`src/rtl/wb_arbiter.sv`:
```
// Writeback arbiter: merges the single-cycle ALU result and a FIFO of LSU results
// onto the register-file write port, with a bounded-starvation guarantee for the FIFO.

module wb_arb_pend_slot (
  input  logic       vld_i,
  input  logic [4:0] rd_i,
  input  logic [4:0] q1_i,
  input  logic [4:0] q2_i,
  output logic       hit1_o,
  output logic       hit2_o
);
  assign hit1_o = vld_i && (rd_i == q1_i);
  assign hit2_o = vld_i && (rd_i == q2_i);
endmodule

module wb_arbiter #(
  parameter int DEPTH      = 4,
  parameter int STARVE_MAX = 3
) (
  input  logic        clock,
  input  logic        reset,
  input  logic        alu_valid,
  output logic        alu_ready,
  input  logic [4:0]  alu_rd,
  input  logic [31:0] alu_data,
  input  logic        lsu_valid,
  output logic        lsu_ready,
  input  logic [4:0]  lsu_rd,
  input  logic [31:0] lsu_data,
  output logic        reg_wr,
  output logic [4:0]  waddr,
  output logic [31:0] wdata,
  input  logic [4:0]  qaddr1,
  input  logic [4:0]  qaddr2,
  output logic        pend1,
  output logic        pend2
);
  localparam int AW = $clog2(DEPTH);
  localparam int SW = $clog2(STARVE_MAX + 1);
  localparam logic [AW:0]   FULL_CNT   = (AW + 1)'(DEPTH);
  localparam logic [SW-1:0] STARVE_LIM = SW'(STARVE_MAX);

  logic [AW-1:0] wr_ptr_q, wr_ptr_d, rd_ptr_q, rd_ptr_d;
  logic [AW:0]   count_q, count_d;
  logic [SW-1:0] starve_q, starve_d;
  logic [4:0]    rd_mem_q   [DEPTH];
  logic [31:0]   data_mem_q [DEPTH];
  logic          reg_wr_q, reg_wr_d;
  logic [4:0]    waddr_q, waddr_d;
  logic [31:0]   wdata_q, wdata_d;

  logic full, alu_write, push, pop;

  always_comb begin
    full      = (count_q == FULL_CNT);
    lsu_ready = !full;
    // One forced bubble for the ALU once a full FIFO has been blocked STARVE_MAX times.
    alu_ready = !(full && (starve_q == STARVE_LIM));
    alu_write = alu_valid && alu_ready && (alu_rd != 5'd0);
    push      = lsu_valid && lsu_ready && (lsu_rd != 5'd0);
    pop       = !alu_write && (count_q != '0);
  end

  always_comb begin
    reg_wr_d = 1'b0;
    waddr_d  = waddr_q;
    wdata_d  = wdata_q;
    wr_ptr_d = wr_ptr_q;
    rd_ptr_d = rd_ptr_q;
    count_d  = count_q;
    starve_d = '0;
    if (alu_write) begin
      reg_wr_d = 1'b1;
      waddr_d  = alu_rd;
      wdata_d  = alu_data;
    end else if (pop) begin
      reg_wr_d = 1'b1;
      waddr_d  = rd_mem_q[rd_ptr_q];
      wdata_d  = data_mem_q[rd_ptr_q];
      rd_ptr_d = rd_ptr_q + 1'b1;
    end
    if (push) wr_ptr_d = wr_ptr_q + 1'b1;
    case ({push, pop})
      2'b10:   count_d = count_q + 1'b1;
      2'b01:   count_d = count_q - 1'b1;
      default: count_d = count_q;
    endcase
    // A full FIFO is only ever kept from popping by an ALU write.
    if (full && alu_write)
      starve_d = (starve_q == STARVE_LIM) ? starve_q : starve_q + 1'b1;
  end

  always_ff @(posedge clock or negedge reset) begin
    if (!reset) begin
      wr_ptr_q <= '0;
      rd_ptr_q <= '0;
      count_q  <= '0;
      starve_q <= '0;
      reg_wr_q <= 1'b0;
      waddr_q  <= '0;
      wdata_q  <= '0;
    end else begin
      wr_ptr_q <= wr_ptr_d;
      rd_ptr_q <= rd_ptr_d;
      count_q  <= count_d;
      starve_q <= starve_d;
      reg_wr_q <= reg_wr_d;
      waddr_q  <= waddr_d;
      wdata_q  <= wdata_d;
    end
  end

  always_ff @(posedge clock or negedge reset) begin
    if (!reset) begin
      for (int i = 0; i < DEPTH; i++) begin
        rd_mem_q[i]   <= '0;
        data_mem_q[i] <= '0;
      end
    end else if (push) begin
      rd_mem_q[wr_ptr_q]   <= lsu_rd;
      data_mem_q[wr_ptr_q] <= lsu_data;
    end
  end

  assign reg_wr = reg_wr_q;
  assign waddr  = waddr_q;
  assign wdata  = wdata_q;

  // An entry is live when its distance from the read pointer is below the count.
  logic [DEPTH-1:0] hit1, hit2;
  genvar g;
  generate
    for (g = 0; g < DEPTH; g++) begin : g_slot
      logic [AW-1:0] ofs;
      logic          vld;
      assign ofs = AW'(g) - rd_ptr_q;
      assign vld = ({1'b0, ofs} < count_q);
      wb_arb_pend_slot u_slot (
        .vld_i  (vld),
        .rd_i   (rd_mem_q[g]),
        .q1_i   (qaddr1),
        .q2_i   (qaddr2),
        .hit1_o (hit1[g]),
        .hit2_o (hit2[g])
      );
    end
  endgenerate

  assign pend1 = (qaddr1 != 5'd0) && ((|hit1) || (reg_wr_q && (waddr_q == qaddr1)));
  assign pend2 = (qaddr2 != 5'd0) && ((|hit2) || (reg_wr_q && (waddr_q == qaddr2)));

endmodule
```
`config.mk`:
```
export PLATFORM = sky130hd
export DESIGN_NAME = wb_arbiter
export DESIGN_NICKNAME = d
export VERILOG_FILES = /design/src/rtl/wb_arbiter.sv
export SDC_FILE = /design/constraint.sdc
export NUM_CORES = 1
export LEC_CHECK = 0
export BUFFER_PORTS_ARGS = -buffer_cell sky130_fd_sc_hd__buf_2
export CORE_MARGIN = 2
export CORE_UTILIZATION = 41
export DETAILED_ROUTE_END_ITERATION = 8
export GPL_ROUTABILITY_DRIVEN = 0
export PLACE_DENSITY = 0.61
export RECOVER_POWER = 25
export SETUP_SLACK_MARGIN = 0.1
export SYNTH_ARGS = -nofsm -noshare
export SYNTH_HDL_FRONTEND = slang
export SYNTH_SLANG_ARGS = --single-unit
export TNS_END_PERCENT = 100
```
`constraint.sdc`:
```
create_clock -name clock -period 2.1 [get_ports clock]
set_input_delay 0.42 -clock clock [delete_from_list [all_inputs] [get_ports clock]]
set_output_delay 0.42 -clock clock [all_outputs]
set_load 0.05 [all_outputs]
```
==> flow_metrics.env, run 1 <==
export IMPL_grtUsageTotal=0.177
export IMPL_clockBufferDepth=2
export IMPL_status="finished with violations"
export IMPL_yosys_area_share_xor_xnor=0.0490
export IMPL_pin_count=130
export IMPL_synth_adder_area_share=0.0143
export IMPL_synth_top_family_by_area="multiplexers"
export IMPL_fin_skew_ns=0.0162
export IMPL_start_util=0.419
export IMPL_period_needed_ns=2.56
export IMPL_cap_viol_max_count=0
export IMPL_floorplan_die_width_um=162
export IMPL_intPower_mw=13.1
export IMPL_die_y_um=162
export IMPL_avgSynthCellArea_sq_um=15.1
export IMPL_syn_nets=772
export IMPL_violations="negative setup slack"
export IMPL_grt_max_degree=74
export IMPL_ctsRootBufferMaster="clkbuf_16"
export IMPL_yosys_warnings=0
export IMPL_grt_setup_unrepaired="true"
export IMPL_final_max_slew_violation_count=0
export IMPL_rows=57
export IMPL_cp_end_kind="primary output"
export IMPL_synth_simple_area_share=0.0415
export IMPL_drtIter0Drc=258
export IMPL_p_comb_frac=0.501
export IMPL_start_kind="register"
export IMPL_postRouteAntennaNets=0
export IMPL_grt_overflow=0
export IMPL_antenna_found_initial=2
export IMPL_synthTopCellsByArea="dfrtp_1 (48%), mux2_4 (18%), mux4_2 (8.2%), mux2i_1 (3.1%), mux2_2 (3.1%)"
export IMPL_clock_sinks=195
export IMPL_worstHoldPathType="input port to register"
export IMPL_h_tree_depth=4
export IMPL_power_switching_mw=7.61
export IMPL_finalWorstSetupSlack_ns=-0.458
export IMPL_hpwl_um=15700
export IMPL_synthMuxAreaShare=0.321
export IMPL_cp_max_fo=4
export IMPL_synthTopCellsByCount="dfrtp_1 (195), mux2_4 (120), mux4_2 (37), nand2_1 (36), mux2i_1 (32)"
export IMPL_drt_total_wl_um=21900
export IMPL_setup_viol=3
export IMPL_fin_area_sq_um=12300
export IMPL_synth_edf_count=0
export IMPL_cts_tree="built"
export IMPL_fin_util=0.507
export IMPL_relSlewSlack=0.321
export IMPL_grt_pass1_wl_um=35800
export IMPL_crit_end="pend2"
export IMPL_port_buffers=129
export IMPL_yosysMostFrequentCell="dfrtp_1"
export IMPL_via_count=5903
export IMPL_dpl_cell_area_sq_um=11600
export IMPL_cp_required_ns=1.68
export IMPL_sw_frac_of_total=0.367
export IMPL_worstRegToRegCells=11
export IMPL_core_region_area_sq_um=24300
export IMPL_synth_compound_area_frac=0.0442
export IMPL_synth_top_area_frac=0.479
export IMPL_route_detailed_drc=0
export IMPL_ys_dominant_reg_cell="dfrtp_1"
export IMPL_worst_r2r_setup_slack_ns=-0.03
export IMPL_drtPass1Iterations=4
export IMPL_netlist_cell_type_count=44
export IMPL_wl_per_cell_um=18.5
export IMPL_pwr_share_clk=0.164
export IMPL_arrival_ns=2.14
export IMPL_grt_pass1_vias=6462
export IMPL_fmax_mhz=391
export IMPL_syn_to_final_growth_pct=21.0
export IMPL_pwr_density_cell_nw_per_um2=1680
export IMPL_drive_above_1_share=0.551
export IMPL_clk_latency_ns=0.44
export IMPL_yosysSeqAreaShare=0.479
export IMPL_syn_area_sq_um=10200
export IMPL_clk_transition_reported_paths_ns=0.07
export IMPL_rr_endpoint="count_q[2]$_DFFE_PN0P_"
export IMPL_criticalPathCategory="register to primary output"
export IMPL_cts_buffers=17
export IMPL_seq_power_share=0.335
export IMPL_crit_path_start="rd_ptr_q[1]$_DFFE_PN0P_"
export IMPL_avgViaCountPerCell=4.99
export IMPL_ys_seq_elements=195
export IMPL_syn_inst=673
export IMPL_hold_viol_final=0
export IMPL_hold_depth=3
export IMPL_fin_crit_sh=1.22
export IMPL_async_flop_share=1.00
export IMPL_worstMarginPinSlew_ns=1.02
export IMPL_post_place_ws_ns=-0.322
export IMPL_irDropWorstVdd_mv=0.627
export IMPL_die_area_sq_um=26100
export IMPL_final_nets=943
export IMPL_p_leak_nw=5.83
export IMPL_r2r_start="count_q[1]$_DFFE_PN0P_"
export IMPL_yosysTopAreaCell="dfrtp_1"
==> critical path, stage by stage (launching register included) <==
cell,delay [ns]
dfrtp_2,0.46
inv_2,0.06
ha_4,0.26
a21boi_2,0.13
o21ai_1,0.07
buf_4,0.15
nand4_1,0.06
nand4_1,0.14
o22a_4,0.24
buf_8,0.14
==> metal layers <==
metal	GRT usage	vias to the layer above	share of wire
met5	0	-	0.00069
met4	0.0519	2	0.013
met3	0.0306	21	0.033
met2	0.292	99	0.50
met1	0.240	3013	0.45
li1	-	2768	-
==> stage by stage <==
step / setup TNS [ns] / cells / power, mW / hold slack, ns
finish: -0.942 / 1182 / 20.7 / 0.253
global route: -1.57 / 1182 / 21.9 / 0.239
CTS: -1.09 / 1181 / 20.8 / 0.237
detailed placement: -38.46 / 1148 / 17.2 / 0.253
global placement: -38.43 / 1148 / 17.0 / 0.253
floorplan: -0.400 / 673 / 14.7 / 0.124
==> power by group through the flow <==
stage | Combinational (mW) | Sequential (mW) | Clock [mW]
floorplan | 6.77 | 7.93 | 0
global placement | 10.0 | 6.94 | 0
detailed placement | 10.2 | 6.98 | 0
CTS | 10.4 | 6.94 | 3.47
global route | 11.1 | 7.20 | 3.62
finish | 10.4 | 6.94 | 3.39
==> layout by cell type, fill, tap and decap left out, types with 3 or more instances in the layout <==
cell | Yosys | final
buf_12 | 15 | 19
nand2_8 | 4 | 4
mux2_2 | 28 | 28
nand4_1 | 8 | 8
nand2_1 | 36 | 36
inv_1 | 16 | 10
inv_8 | 0 | 5
xor2_1 | 31 | 31
o21ai_2 | 29 | 29
mux4_2 | 37 | 37
buf_2 | 7 | 126
o21ai_0 | 7 | 4
clkbuf_4 | 0 | 3
o21ai_1 | 5 | 8
xnor2_1 | 26 | 25
clkbuf_16 | 0 | 17
buf_4 | 5 | 43
nor3_1 | 9 | 7
mux2i_1 | 32 | 32
inv_2 | 1 | 6
mux2_4 | 120 | 120
a22oi_1 | 5 | 5
ha_4 | 0 | 3
dfrtp_1 | 195 | 193
ha_1 | 10 | 7
==> sequential cells by signal, indices dropped and copies added, names as in the netlist <==
register	cells
wr_ptr_q	2
rd_ptr_q	2
starve_q	2
reg_wr	1
rd_mem_q	20
waddr	5
count_q	3
data_mem_q	128
wdata	32
==> cells by family after synthesis <==
group | count (synthesis)
multiplexers | 217
flip-flops | 195
AND/OR/NAND/NOR | 74
buffers and inverters | 61
AO/OA/AOI/OAI | 58
XOR/XNOR | 57
adder cells (fa/ha/maj) | 11
==> what timing repair did <==
action	in CTS	in global routing
buffers inserted	0	0
hold buffers	1	0
setup endpoints to repair	142	150
pin swaps	5	5
endpoints found under the hold margin	3	0
resized for setup	13	14
==> layout make-up <==
class	instances	area (sq um)
Multi-Input combinational cell	417	4940
Sequential cell	195	4880
Timing Repair Buffer	196	1410
Clock inverter	13	170
Antenna cell	1	2.50
Clock buffer	19	443
Tap cell	324	405
Fill cell	2106	12000
Inverter	17	66.3
==> worst min-delay path by stage <==
| stage | startpoint | to | slack (ns) |
|---|---|---|---|
| after floorplan | reset | count_q[0]$_DFFE_PN0P_ | 0.12 |
| after global placement | reset | rd_mem_q[6]$_DFFE_PN0P_ | 0.25 |
| after detailed placement | reset | rd_mem_q[6]$_DFFE_PN0P_ | 0.25 |
| after CTS | alu_data[7] | wdata[7]$_DFFE_PN0P_ | 0.24 |
| after global routing | alu_data[2] | wdata[2]$_DFFE_PN0P_ | 0.24 |
| final | alu_data[7] | wdata[7]$_DFFE_PN0P_ | 0.25 |
No activity file was read; power rests on OpenSTA's default activity.
==> run 2: changes to the inputs <==
- CORE_ASPECT_RATIO: unset -> 1.5
- SKIP_LAST_GASP: unset -> 1
==> run 2 against run 1 <==
  * The run still ends with negative setup slack left
  * Worst hold slack got worse by 0.0024 ns
  * Global-route usage rose by 0.54 points
  * Combinational power barely moved
  * Critical path type unchanged
  * Critical endpoint unchanged
  * Highest routed layer unchanged
==> flow_metrics.env, run 2 (synthesis gave the netlist of run 1 again) <==
export IMPL_drtPass1Iterations=4
export IMPL_grt_overflow=0
export IMPL_drt_total_wl_um=22500
export IMPL_period_needed_ns=2.60
export IMPL_met3_usage=0.0390
export IMPL_p_leak_nw=5.87
export IMPL_finalWorstSetupSlack_ns=-0.497
export IMPL_core_region_area_sq_um=24400
export IMPL_avgViaCountPerCell=5.00
export IMPL_relSlewSlack=0.0504
export IMPL_cp_required_ns=1.68
export IMPL_n_fill_cell=2133
export IMPL_rows=70
export IMPL_die_area_sq_um=26100
export IMPL_violations="negative setup slack"
export IMPL_final_max_slew_violation_count=0
export IMPL_final_cell_mix="dfrtp_1 (192), buf_2 (126), mux2_4 (120), buf_4 (41), mux4_2 (37)"
export IMPL_largest_register="data_mem_q"
export IMPL_cap_viol_max_count=0
export IMPL_h_tree_depth=4
export IMPL_port_buffers=129
export IMPL_power_total_mw=20.4
export IMPL_clk_latency_ns=0.43
export IMPL_pwr_density_cell_nw_per_um2=1660
export IMPL_syn_to_final_growth_pct=20.9
export IMPL_wl_per_cell_um=19.0
export IMPL_clockBufferDepth=2
export IMPL_grt_max_degree=52
export IMPL_globalRouteMet1Util=0.229
export IMPL_fin_skew_ns=0.00891
export IMPL_route_detailed_drc=0
export IMPL_largest_reg_flops=128
export IMPL_tns_ns=-0.983
export IMPL_start_kind="register"
export IMPL_final_nets=946
export IMPL_drive_above_1_share=0.552
export IMPL_grt_pass1_wl_um=36900
export IMPL_postRouteAntennaNets=0
export IMPL_hold_viol_final=0
export IMPL_use_met2=0.316
export IMPL_cts_tree="built"
export IMPL_worstMarginPinSlew_ns=1.42
export IMPL_floorplan_die_width_um=133
export IMPL_die_y_um=197
export IMPL_busiest_layer="met2"
export IMPL_arrival_ns=2.18
export IMPL_via_count=5930
export IMPL_worstRegToRegCells=11
export IMPL_irDropWorstVdd_mv=0.806
export IMPL_pin_count=130
export IMPL_antenna_found_initial=4
export IMPL_worstHoldPathType="input port to register"
export IMPL_criticalPathCategory="register to primary output"
export IMPL_ctsRootBufferMaster="clkbuf_16"
export IMPL_fin_hold_ws_ns=0.251
export IMPL_cp_max_fo=4
export IMPL_fmax_mhz=385
export IMPL_drtIter0Drc=281
export IMPL_grt_setup_unrepaired="true"
export IMPL_setup_viol=2
export IMPL_cts_buffers=17
export IMPL_clock_sinks=195
export IMPL_fin_crit_sh=1.24
export IMPL_status="finished with violations"
export IMPL_grtUsageTotal=0.182
export IMPL_hold_depth=3
export IMPL_grt_pass1_vias=6584
export IMPL_clk_transition_reported_paths_ns=0.07
export IMPL_hpwl_um=16200
export IMPL_cp_end_kind="primary output"
export IMPL_start_util=0.417
export IMPL_post_place_ws_ns=-0.325
export IMPL_final_common_cell="dfrtp_1"
[run 2: stage by stage]
stage	std cells	util	area, sq um
final	1186	0.504	12300
after global routing	1185	0.504	12300
after CTS	1180	0.502	12300
after detailed placement	1147	0.475	11600
after global placement	1147	0.475	11600
after floorplan	673	-	10300
[run 2: layout make-up]
class                   instances  area [sq um]  area share
repair buffers                199          1460       0.119
diodes                          3          7.51    0.000610
multi-input cells             417          4910       0.399
clock buffers                  19           443      0.0360
well taps                     324           405      0.0329
flip-flops and latches        195          4880       0.397
inverters                      17          66.3     0.00539
clock inverters                12           130      0.0106
[run 2: path summary, 6_finish.rpt]
check / startpoint / endpoint / slack, ns
max: rd_ptr_q[1]$_DFFE_PN0P_ / pend2 / -0.50
min: alu_data[5] / wdata[5]$_DFFE_PN0P_ / 0.25
max reg2reg: count_q[1]$_DFFE_PN0P_ / count_q[2]$_DFFE_PN0P_ / 0.12
min reg2reg: wdata[18]$_DFFE_PN0P_ / wdata[18]$_DFFE_PN0P_ / 0.47
max in group asynchronous: reset / rd_ptr_q[0]$_DFFE_PN0P_ / 0.20
min in group asynchronous: reset / rd_mem_q[5]$_DFFE_PN0P_ / 0.87
[run 2: where the power goes]
part	internal (mW)	switching [mW]	total, mW
Sequential	5.69	1.26	6.95
Clock	1.78	1.45	3.23
Combinational	5.46	4.79	10.2
Total	12.9	7.49	20.4
[run 2: routing by layer]
layer  wire [um]  up-vias
li1            -     2774
met1        9600     3036
met2       11800       94
met3         661       24
met4         415        2
met5          11        -
[run 2: timing repair]
action                                  4_1_cts  5_1_grt
setup buffers                                 1        3
endpoints found under the hold margin        45        0
pin swaps                                     4       10
endpoints found under the setup margin      144      119
hold buffers                                  1        0
resized for setup                            17       13
[run 2: worst max-delay path, stage by stage (launching register included)]
cell and delay (ns):
dfrtp_2 0.45, xnor2_2 0.19, inv_1 0.06, ha_1 0.29, a31oi_2 0.21, nand4_1 0.11, nand4_1 0.14, o22a_4 0.16
buf_8 0.13
